==> src/rtl/keypad_pkg.sv <==
// rtl/keypad_pkg.sv - shared types and constants for the 4x4 keypad scanner
//
// Purpose: FSM state encoding, the row/column to hex-code key map and small
// helpers for decoding a sampled row pattern. No ports (package).
package keypad_pkg;

  typedef enum logic [1:0] {
    SCAN        = 2'd0,
    DEB_PRESS   = 2'd1,
    HELD        = 2'd2,
    DEB_RELEASE = 2'd3
  } state_e;

  // Indexed by {row, col}; entry 0 is row 0 / col 0.
  // Layout on the pad:  r0: 1 2 3 A | r1: 4 5 6 B | r2: 7 8 9 C | r3: 0 F E D
  localparam logic [15:0][3:0] KEY_MAP = {
    4'hD, 4'hE, 4'hF, 4'h0,
    4'hC, 4'h9, 4'h8, 4'h7,
    4'hB, 4'h6, 4'h5, 4'h4,
    4'hA, 4'h3, 4'h2, 4'h1
  };

  // True when exactly one active-low row line is asserted.
  function automatic logic single_row_low(input logic [3:0] rows_n);
    logic hit;
    hit = (rows_n == 4'b1110) || (rows_n == 4'b1101) ||
          (rows_n == 4'b1011) || (rows_n == 4'b0111);
    return hit;
  endfunction

  // Row number of the single low line; only meaningful when single_row_low().
  function automatic logic [1:0] row_index(input logic [3:0] rows_n);
    logic [1:0] idx;
    case (rows_n)
      4'b1101: idx = 2'd1;
      4'b1011: idx = 2'd2;
      4'b0111: idx = 2'd3;
      default: idx = 2'd0;
    endcase
    return idx;
  endfunction

endpackage

==> src/rtl/sync_2ff.sv <==
// rtl/sync_2ff.sv - two-flop synchronizer for asynchronous level inputs
//
// Purpose: brings an asynchronous bus into the clk domain with two flops.
// Ports:
//   clk_i    system clock, rising edge
//   reset_i  synchronous active-high reset, loads RESET_VAL into both flops
//   d_i      asynchronous input bus (WIDTH bits)
//   q_o      synchronized output, two cycles behind d_i
module sync_2ff #(
  parameter int                 WIDTH     = 4,
  parameter logic [WIDTH-1:0]   RESET_VAL = '1
) (
  input  logic             clk_i,
  input  logic             reset_i,
  input  logic [WIDTH-1:0] d_i,
  output logic [WIDTH-1:0] q_o
);

  logic [WIDTH-1:0] meta_q;
  logic [WIDTH-1:0] sync_q;

  always_ff @(posedge clk_i) begin
    if (reset_i) begin
      meta_q <= RESET_VAL;
      sync_q <= RESET_VAL;
    end else begin
      meta_q <= d_i;
      sync_q <= meta_q;
    end
  end

  assign q_o = sync_q;

endmodule

==> src/rtl/keypad_scanner.sv <==
// rtl/keypad_scanner.sv - 4x4 matrix keypad scanner with debounce
//
// Purpose: strobes one column at a time, detects a single pressed key,
// debounces press and release, and reports the key's hex code.
// Optional feature: define KEYPAD_REPEAT_EN to get auto-repeat pulses on
// key_valid while a key stays held.
// Ports:
//   clk        system clock, rising edge
//   reset      synchronous active-high reset
//   rows[3:0]  keypad rows, active-low, externally pulled up (asynchronous)
//   cols[3:0]  column strobes, active-low, exactly one low at all times
//   key_code   hex code of the last accepted key, held until the next one
//   key_valid  one-cycle pulse per accepted key (and per repeat if enabled)
//   key_held   high from acceptance until the release is debounced
module keypad_scanner
  import keypad_pkg::*;
#(
  parameter int SCAN_DIV     = 50000,
  parameter int DEBOUNCE_CYC = 150000,
  parameter int REPEAT_DELAY = 25000000,
  parameter int REPEAT_RATE  = 5000000
) (
  input  logic       clk,
  input  logic       reset,
  input  logic [3:0] rows,
  output logic [3:0] cols,
  output logic [3:0] key_code,
  output logic       key_valid,
  output logic       key_held
);

  // Terminal counts; counters run 0 .. N-1.
  localparam logic [31:0] SCAN_LAST = 32'(SCAN_DIV - 1);
  localparam logic [31:0] DEB_LAST  = 32'(DEBOUNCE_CYC - 1);

  // The synchronizer costs two cycles, so a column must be driven at least
  // three cycles before its rows are meaningful at the sample point.
  if (SCAN_DIV < 3 || DEBOUNCE_CYC < 1 || REPEAT_DELAY < 1 || REPEAT_RATE < 1)
  begin : g_bad_cfg
    $error("keypad_scanner: SCAN_DIV must be >= 3, other counts >= 1");
  end

  logic [3:0]  rs;

  state_e      state_q, state_d;
  logic [1:0]  col_q, col_d;
  logic [31:0] div_q, div_d;
  logic [31:0] deb_q, deb_d;
  logic [3:0]  pat_q, pat_d;
  logic [3:0]  code_q, code_d;
  logic        valid_q, valid_d;
  logic        held_q, held_d;

  sync_2ff #(
    .WIDTH     (4),
    .RESET_VAL (4'hF)
  ) u_row_sync (
    .clk_i   (clk),
    .reset_i (reset),
    .d_i     (rows),
    .q_o     (rs)
  );

`ifdef KEYPAD_REPEAT_EN
  localparam logic [31:0] RPT_FIRST_LAST = 32'(REPEAT_DELAY - 1);
  localparam logic [31:0] RPT_NEXT_LAST  = 32'(REPEAT_RATE - 1);

  logic [31:0] rpt_q, rpt_d;
  // Low until the first repeat has fired; selects delay vs. rate interval.
  logic        rpt_phase_q, rpt_phase_d;
`endif

  // ---------------------------------------------------------------------
  // State register
  // ---------------------------------------------------------------------
  always_ff @(posedge clk) begin
    if (reset) begin
      state_q <= SCAN;
      col_q   <= 2'd0;
      div_q   <= '0;
      deb_q   <= '0;
      pat_q   <= 4'hF;
      code_q  <= 4'h0;
      valid_q <= 1'b0;
      held_q  <= 1'b0;
    end else begin
      state_q <= state_d;
      col_q   <= col_d;
      div_q   <= div_d;
      deb_q   <= deb_d;
      pat_q   <= pat_d;
      code_q  <= code_d;
      valid_q <= valid_d;
      held_q  <= held_d;
    end
  end

`ifdef KEYPAD_REPEAT_EN
  always_ff @(posedge clk) begin
    if (reset) begin
      rpt_q       <= '0;
      rpt_phase_q <= 1'b0;
    end else begin
      rpt_q       <= rpt_d;
      rpt_phase_q <= rpt_phase_d;
    end
  end
`endif

  // ---------------------------------------------------------------------
  // Next-state and output logic
  // ---------------------------------------------------------------------
  always_comb begin
    state_d = state_q;
    col_d   = col_q;
    div_d   = div_q;
    deb_d   = deb_q;
    pat_d   = pat_q;
    code_d  = code_q;
    valid_d = 1'b0;
    held_d  = held_q;
`ifdef KEYPAD_REPEAT_EN
    rpt_d       = rpt_q;
    rpt_phase_d = rpt_phase_q;
`endif

    case (state_q)
      SCAN: begin
        if (div_q == SCAN_LAST) begin
          div_d = '0;
          // Two or more rows low on one column can be a ghost of a third
          // key elsewhere, so only a single low row is trusted.
          if (single_row_low(rs)) begin
            pat_d   = rs;
            deb_d   = '0;
            state_d = DEB_PRESS;
          end else begin
            col_d = col_q + 2'd1;
          end
        end else begin
          div_d = div_q + 32'd1;
        end
      end

      DEB_PRESS: begin
        if (rs != pat_q) begin
          // Bounce: rescan the same column from scratch.
          div_d   = '0;
          deb_d   = '0;
          state_d = SCAN;
        end else if (deb_q == DEB_LAST) begin
          deb_d   = '0;
          code_d  = KEY_MAP[{row_index(pat_q), col_q}];
          valid_d = 1'b1;
          held_d  = 1'b1;
          state_d = HELD;
        end else begin
          deb_d = deb_q + 32'd1;
        end
      end

      HELD: begin
        // Any non-idle pattern (including a second key) keeps us here.
        if (rs == 4'hF) begin
          deb_d   = '0;
          state_d = DEB_RELEASE;
        end
      end

      DEB_RELEASE: begin
        if (rs != 4'hF) begin
          deb_d   = '0;
          state_d = HELD;
        end else if (deb_q == DEB_LAST) begin
          deb_d   = '0;
          div_d   = '0;
          held_d  = 1'b0;
          col_d   = col_q + 2'd1;
          state_d = SCAN;
        end else begin
          deb_d = deb_q + 32'd1;
        end
      end

      default: begin
        state_d = SCAN;
      end
    endcase

`ifdef KEYPAD_REPEAT_EN
    // The repeat timer only advances in HELD and is only cleared on a fresh
    // acceptance, so a short glitch through DEB_RELEASE just pauses it.
    if (state_q == DEB_PRESS && state_d == HELD) begin
      rpt_d       = '0;
      rpt_phase_d = 1'b0;
    end else if (state_q == HELD) begin
      if (rpt_q == (rpt_phase_q ? RPT_NEXT_LAST : RPT_FIRST_LAST)) begin
        rpt_d       = '0;
        rpt_phase_d = 1'b1;
        valid_d     = 1'b1;
      end else begin
        rpt_d = rpt_q + 32'd1;
      end
    end
`endif
  end

  // Decoded from the column index register, so a single low bit is
  // guaranteed structurally in every state and during reset.
  assign cols      = ~(4'b0001 << col_q);
  assign key_code  = code_q;
  assign key_valid = valid_q;
  assign key_held  = held_q;

endmodule

==> config.mk <==
export PLATFORM = sky130hd
export DESIGN_NAME = keypad_scanner
export DESIGN_NICKNAME = d
export VERILOG_FILES = /design/src/rtl/keypad_pkg.sv /design/src/rtl/sync_2ff.sv /design/src/rtl/keypad_scanner.sv
export SDC_FILE = /design/constraint.sdc
export NUM_CORES = 1
export LEC_CHECK = 0
export CORE_MARGIN = 2
export CORE_UTILIZATION = 45
export DETAILED_ROUTE_END_ITERATION = 10
export MAX_ROUTING_LAYER = met4
export PLACE_DENSITY_LB_ADDON = 0.08
export SETUP_SLACK_MARGIN = 0.2
export SLEW_MARGIN = 20
export SYNTH_ARGS = -nofsm -noshare
export SYNTH_HDL_FRONTEND = slang
export SYNTH_SLANG_ARGS = --single-unit
export TNS_END_PERCENT = 20
==> constraint.sdc <==
create_clock -name clk -period 2.2 [get_ports clk]
set_clock_uncertainty 0.15 [all_clocks]
set_input_delay 0.33 -clock clk [delete_from_list [all_inputs] [get_ports clk]]
set_output_delay 0.33 -clock clk [all_outputs]
set_load 0.05 [all_outputs]
Word-level counts from Yosys, hierarchy flattened --
Memory sizes are Yosys's and may differ from the RTL's. A register that Yosys moved wholly into a read port is not among the register bits. Index checks and enable logic that the tools add are counted.
Storage, ports and cells: memories 1, register bits after elaboration 82, bits in read-only memories 64, word-level logic and storage cells 93
Memory list:
- (no name shown) | depth 16, bits a word 4, read ports 1, clocked after memory_dff 1, write ports 0, line keypad_scanner.sv:153 | code_d = KEY_MAP[{row_index(pat_q), col_q}];
Operators by class: muxes and demuxes 35, shifts and indexed selects 1, reductions and logical operators 15, bitwise logic cells 3, eq/ne operators 26, $add $sub $neg 3
Operators with widths (count):
- $mux W32 | 10
- $pmux W32 S4 | 1
- $pmux W32 S3 | 1
- $add A32 B1 Y32 const B | 2
- $eq A32 B16 Y1 const B | 1
- $eq A32 B18 Y1 const B | 1
- $mux W2 | 14
- $eq A4 B4 Y1 const B | 6
- $ne A2 B2 Y1 const B | 9
- $reduce_and A5 Y1 | 3
- $reduce_and A3 Y1 | 3
- $eq A4 B3 Y1 const B | 2
- $pmux W2 S4 | 1
- $ne A3 B3 Y1 const B | 2
- $pmux W2 S3 | 1
- $mux W1 | 5
- $eq A2 B2 Y1 const B | 2
- $ne A4 B4 Y1 | 1
- $ne A4 B4 Y1 const B | 1
- $not A4 Y4 | 1
- $pmux W2 S2 | 1
- $reduce_and A4 Y1 | 1
- $reduce_bool A2 Y1 | 2
- $shl A1 B2 Y4 const A | 1
- other kinds (8) | 11

Logic depth before layout (Yosys ltp) --
Gate-level depths: netlist of the first run.
word-level depth 7, gate-level depth with buffers 9

Hierarchy --
Synthesis of the first run repeated with hierarchy kept, for this count alone.
Unflattened totals: cell total of the unflattened synthesis 533, area total of the unflattened synthesis 4528.1 µm²
Modules (own cells, without submodules):
- keypad_scanner | cells an instance 517, area each 4317.9 µm², times used 1, seq. area each 1561.5 µm²
- sync_2ff | cells an instance 16, area each 210.2 µm², times used 1, seq. area each 160.2 µm²

Worst setup path before layout of the first run --
Ideal clock, no wire load.
path kind reg-to-reg, start point reg div_q[0], end point reg state_q[0], path slack -0.116 ns, cell stages (with the launch flop) 10, period minus slack after synthesis 2.316 ns, arrival 2.035 ns, setup time 0.132 ns, data required time 1.918 ns, path through dfxtp_1 -> ha_1 -> and3_1 -> nand4_1 -> a211oi_4 -> o21ai_1 -> buf_2 -> buf_2 -> nor4_1 -> nor3_1
On the way: longest elaborated chain between the ends 3
Ends and longest elaborated chain:
- start, declared | line keypad_scanner.sv:47 | logic [31:0] div_q, div_d;
- start signal, assigned | line keypad_scanner.sv:89 | div_q <= div_d;
- $eq A32 B16 Y1 | line keypad_scanner.sv:129 | if (div_q == SCAN_LAST) begin
- $ne A2 B2 Y1 (no source line)
- $reduce_and A5 Y1 (no source line)
- end signal, assigned | line keypad_scanner.sv:87 | state_q <= state_d;
- end, declared | line keypad_scanner.sv:45 | state_e state_q, state_d;
Every way passes these cells. A chain may end at the register's enable or synchronous reset.

Final worst setup path of the first run --
start point reg div_q[11], end point reg deb_q[28]
On the way: longest elaborated chain between the ends 3
Ends and longest elaborated chain:
- $eq A32 B16 Y1 | line keypad_scanner.sv:129
- $ne A2 B2 Y1 (no source line)
- $reduce_and A3 Y1 (no source line)
- end signal, assigned | line keypad_scanner.sv:81 | deb_q <= '0;
- end signal, assigned | line keypad_scanner.sv:90 | deb_q <= deb_d;
- end, declared | line keypad_scanner.sv:48 | logic [31:0] deb_q, deb_d;
Every way passes these cells.

==> results.txt, run 1 <==
die height: 106.5 microns
LEAKAGE: 2.677 nW
DP Worst Slack: -0.2167 ns
worst-margin pin slew: 0.5176 ns
largest net degree at the start of global routing: 33
hold_ws: 0.2614 ns
DR WL/cell: 15.69 microns
maximum vdd ir drop: 330.4 uV
post-layout power: 3.540 mW
reg2reg end: deb_q[28]
status: finished with violations
Critical Path AT: 2.50 ns
layout cell share with drive strength beyond 1: 35.11%
critical path class: flop to flop
largest area contributor in the netlist: dfxtp_1
Die X: 106.5 microns
worst-case reg-to-reg path depth: 6
GP Congestion: 0.8569
area post-placement: 6035 sq um
area grow syn2layout: 43.13%
post-layout min period: 2.339 ns
Clock Tree Root: clkbuf_8
failing checks: negative setup slack
CTS Buffer Depth: 2
post-synth cell types: 64
Mapped Cells: 591
Vias/cell: 5.675
worst reg2reg setup slack: -0.14 ns
DRT Pass-1 Iters: 5
Worst Path Required: 2.36 ns
GRT overflow: 0
hold_buf cts: 0
critical path launch point type: flop
crit path to: deb_q[28]
unrepaired setup endpoints after global routing: true
vias in the first global route: 4,995
Initial DRC Count: 285
f_max: 427.6 MHz
CP endpoint kind: flop
worst setup path start: div_q[11]
Final Hold Fails: 0
Synth warnings: 0
CTS tree: yes
clk slew on worst S/H paths: 0.10 ns
Rows: 37
fin cells: 888
ant diodes: 0
drt total wl: 13,940 microns
Seq/Total Area, Yosys: 36.43%
antenna violations before repair: 0
Starting Density: 45.98%
placed insts: 852
final slew viol count: 0
Core ar.: 10,280 sq um
final worst setup slack: -0.1388 ns
die area: 11,340 sq um
H-tree depth: 3
worst-skew pair later-pin latency: 0.38 ns
IO buf count: 15
fin nets: 766
normalized max-slew margin: 65.44%
R2R Path Start: div_q[11]
Final Instance Area: 6764 sq um
power per cell area: 523.3 nW/um^2
ys async rst share: 0%
ranking of synthesized cells by area: dfxtp_1 36%, a21oi_1 5.0%, nand2_1 4.4%
Post-synth EDFFs: 0
first-pass GRT wire length: 23,210 microns
Final period util: 106.3%
# DRC: 0
GRT Total Usage: 25.87%
post-synth top area share: 36.43%
Avg Inst Size Synth: 7.996 sq um
max_cap viols: 0
Hold Path Class: input port to flop
FF+latch count, synth: 86
final setup fails: 48
TritonCTS Buffers: 9
CP max FO: 8
post-DP HPWL: 9676 microns
number of routed nets with antenna violations: 0
top_reg_cell synth: dfxtp_1
total number of vias: 5,039
TritonCTS Sinks: 86
Post-Syn Nets: 610
synthesized cell area: 4726 sq um
I/O pins: 16
## routing by layer
layer	share of wire, %	wire [microns]	track usage (%)	vias up
met5	0	0	-	-
met4	1.3	178	6.308	0
met3	3.4	470	4.905	16
met2	50	6989	44.87	100
met1	45	6298	31.10	2406
li1	-	-	-	2517
## cell usage in the layout (no fill, tap or decap), types with 14 or more instances in the layout
| cell | n |
|---|---|
| a21oi_1 | 37 |
| buf_4 | 139 |
| buf_6 | 14 |
| dfxtp_1 | 73 |
| inv_1 | 31 |
| nand2_1 | 52 |
| nand3_1 | 38 |
| nand4_1 | 24 |
| nor2_1 | 32 |
| o21ai_0 | 15 |
| o21ai_1 | 18 |
| or3_1 | 17 |
## worst min path at each step
stage                               startpoint           endpoint  cells past startpoint
final                                    reset          deb_q[29]                      3
after CTS                                reset          deb_q[29]                      3
after detailed placement  u_row_sync.meta_q[1]  u_row_sync.q_o[1]                      1
after global placement    u_row_sync.meta_q[2]  u_row_sync.q_o[2]                      1
after global routing                     reset          deb_q[29]                      3
after floorplan           u_row_sync.meta_q[0]  u_row_sync.q_o[0]                      1
## kinds of logic after synthesis
family	share of synthesized area (%)
buf+inv	5.057
compound gates	21.21
flops	36.43
simple gates	30.47
mux	1.906
xor+xnor	1.483
fa+ha+maj	3.442
## worst max-delay path, cell delays in order, from the launching register on
cell and delay [ns]:
dfxtp_2 0.34, nor4b_4 0.30, nand4_1 0.23, a211oi_4 0.39
o211ai_4 0.18, or4_1 0.55, a21oi_1 0.14
## flip-flops by register name, summed over array words and instances (netlist names)
signal	flops
col_q	2
deb_q	32
div_q	32
key_code	4
key_held	1
key_valid	1
pat_q	4
state_q	2
u_row_sync.meta_q	4
u_row_sync.q_o	4
## cell usage after synthesis, drive strengths merged (2+ instances only)
master	count
dfxtp	86
nand2	55
a21oi	47
o21ai	46
nand3	38
nor2	38
inv	31
nand4	25
or3	18
clkbuf	16
or4	14
ha	13
nor3	13
o32ai	13
nor4	12
o31ai	12
buf	11
a31oi	10
or2	10
and4	9
mux2i	9
o211ai	7
and2	6
and3	6
xor2	6
a211oi	3
a22oi	3
a311oi	3
nand4b	3
a21boi	2
a21o	2
a41oi	2
nand2b	2
nand3b	2
o21a	2
xnor2	2
## power by group
group	switching [mW]	internal (mW)	total [mW]
Clock	0.638	0.562	1.20
Sequential	0.0244	1.59	1.61
Combinational	0.397	0.331	0.728
Total	1.06	2.48	3.54
## repair_timing
action / in CTS / in global routing
pin swaps: 13 / 31
setup buffers: 12 / 4
gates cloned: 1 / 3
setup endpoints to repair: 82 / 86
endpoints found under the hold margin: 0 / 0
resized for setup: 24 / 83
## area by class of cell
cell class | instances | area [sq um]
multi-input cells | 447 | 3103
flip-flops and latches | 86 | 1740
clock inverters | 6 | 71.32
inverters | 32 | 120.1
clock buffers | 10 | 137.6
well taps | 136 | 170.2
fillers | 864 | 3513
repair buffers | 171 | 1421
## through the flow
step | TNS [ns] | util (%)
floorplan | -1.139 | -
global placement | -6.871 | 58.72
detailed placement | -9.022 | 58.72
CTS | -5.128 | 62.77
global route | -11.56 | 65.81
finish | -2.911 | 65.81
(Power assumes the default switching activity.)
==> inputs of run 2 (changes only) <==
- GPL_ROUTABILITY_DRIVEN: unset -> 0
- PLACE_DENSITY: unset -> 0.75
- PLACE_DENSITY_LB_ADDON: 0.08 -> unset
==> results.txt, run 2 (synthesis results as in run 1) <==
power per cell area: 499.9 nW/um^2
R2R Path Start: div_q[1]
fin nets: 759
post-DP HPWL: 9718 microns
Flop pwr share: 46.9%
CP max FO: 9
commonest non-fill, non-tap cell in the layout: buf_4
failing checks: negative setup slack
number of routed nets with antenna violations: 0
sw frac: 30.54%
ant diodes: 0
post-layout util: 67.00%
GRT overflow: 0
final worst setup slack: -0.1125 ns
TritonCTS Sinks: 86
combinational share of power: 22.8%
status: finished with violations
worst setup path start: div_q[1]
# DRC: 0
Final Hold Fails: 0
vias in the first global route: 5,318
DP Worst Slack: -0.2013 ns
Final period util: 105.1%
number of buffers and inverters on the critical path: 1
Hold Path Class: flop to flop
area grow syn2layout: 45.70%
Clock power frac: 30.4%
die area: 11,340 sq um
worst-skew pair later-pin latency: 0.38 ns
worst-margin pin slew: 0.5073 ns
IO buf count: 15
total number of vias: 5,332
Hold Startpoint: u_row_sync.meta_q[2]
Worst path top cell family by delay: simple AND/OR/NAND/NOR gates
hold_ws: 0.2707 ns
CP max stage delay: 0.54 ns
Critical Path AT: 2.46 ns
Initial DRC Count: 371
I/O pins: 16
P_sw: 1.051 mW
critical path launch point type: flop
DRT Pass-1 Iters: 5
TritonCTS Buffers: 9
largest net degree at the start of global routing: 19
clk slew on worst S/H paths: 0.09 ns
first-pass GRT wire length: 24,670 microns
Vias/cell: 6.052
CTS Buffer Depth: 2
normalized max-slew margin: 66.12%
final setup fails: 17
antenna violations before repair: 0
drt total wl: 15,260 microns
Regs by FF count: deb_q: 32 flops, div_q: 32 flops
LEAKAGE: 2.636 nW
f_max: 432.4 MHz
slowest stage cell, crit path: or4_1
Starting Density: 45.98%
Rows: 37
H-tree depth: 3
GRT Total Usage: 27.42%
CTS tree: yes
die height: 106.5 microns
final slew viol count: 0
CP endpoint kind: flop
Cell Chain, Critical Path: ha_4 > and3_4 > nand4_1 > buf_4 > o21ai_4 > or3_4 > or4_1 > o21ai_0
Die X: 106.5 microns
maximum vdd ir drop: 552.3 uV
DR WL/cell: 17.32 microns
post-layout min period: 2.312 ns
most frequent cells in the layout: 127 x buf_4, 68 x dfxtp_1, 49 x nand2_1, 37 x nand3_1
layout cell share with drive strength beyond 1: 37.32%
unrepaired setup endpoints after global routing: true
max_cap viols: 0
Int Pwr: 2.391 mW
Total Neg Setup Slack: -0.7379 ns
Worst Path Required: 2.34 ns
Core ar.: 10,280 sq um
Clock Tree Root: clkbuf_8
critical path class: flop to flop
## run 2: cell types whose count changed in the layout (fill, tap and decap cells not counted), sizes merged
cell	delta
dlygate4sd2	+2
inv	+1
clkinv	-1
bufinv	-1
buf	-10
clkdlybuf4s50	+3
clkbuf	+3
dlymetal6s2s	-4
## run 2: stage by stage
| step | instances | power [mW] | instance area (sq um) |
|---|---|---|---|
| 6_report | 881 | 3.442 | 6885 |
| 5_1_grt | 881 | 3.577 | 6885 |
| 4_1_cts | 874 | 3.378 | 6628 |
| 3_5_place_dp | 843 | 2.231 | 5959 |
| 3_3_place_gp | 843 | 2.208 | 5959 |
| 2_1_floorplan | 591 | 1.973 | 4788 |
## run 2: final cells by class
class | instances | area (sq um)
Inverter | 32 | 120.1
Timing Repair Buffer | 164 | 1431
Tap cell | 136 | 170.2
Fill cell | 801 | 3392
Multi-Input combinational cell | 447 | 3244
Sequential cell | 86 | 1744
Clock buffer | 11 | 141.4
Clock inverter | 5 | 33.78
## run 2: power groups by stage
stage	sequential, mW	clock, mW	combinational, mW
finish	1.61	1.04	0.784
floorplan	1.65	0	0.321
CTS	1.61	1.04	0.720
global route	1.62	1.13	0.834
detailed placement	1.65	0	0.582
global placement	1.65	0	0.562
## run 2: worst paths after layout
kind | endpoint | depth (start not counted) | slack, ns
worst max-delay path | div_q[27] | 8 | -0.11
worst min-delay path | u_row_sync.q_o[2] | 1 | 0.27
worst max register to register | div_q[27] | 8 | -0.11
worst min register to register | u_row_sync.q_o[2] | 1 | 0.27
## run 2: per-layer routing
metal	wire, microns	share of wire, %	track usage (%)	vias to the layer above
met1	6178	40	31.12	2583
met2	7889	52	47.85	199
met4	315	2.1	10.30	0
met5	0	0	-	-
li1	-	-	-	2513
met3	876	5.7	5.395	37
## run 2: what timing repair did
action                     4_1_cts  5_1_grt
pin swaps                       53       26
setup endpoints to repair       80       81
hold buffers                     0        0
resized for setup               88       61
setup buffers                   10        6
cloned                           5        1
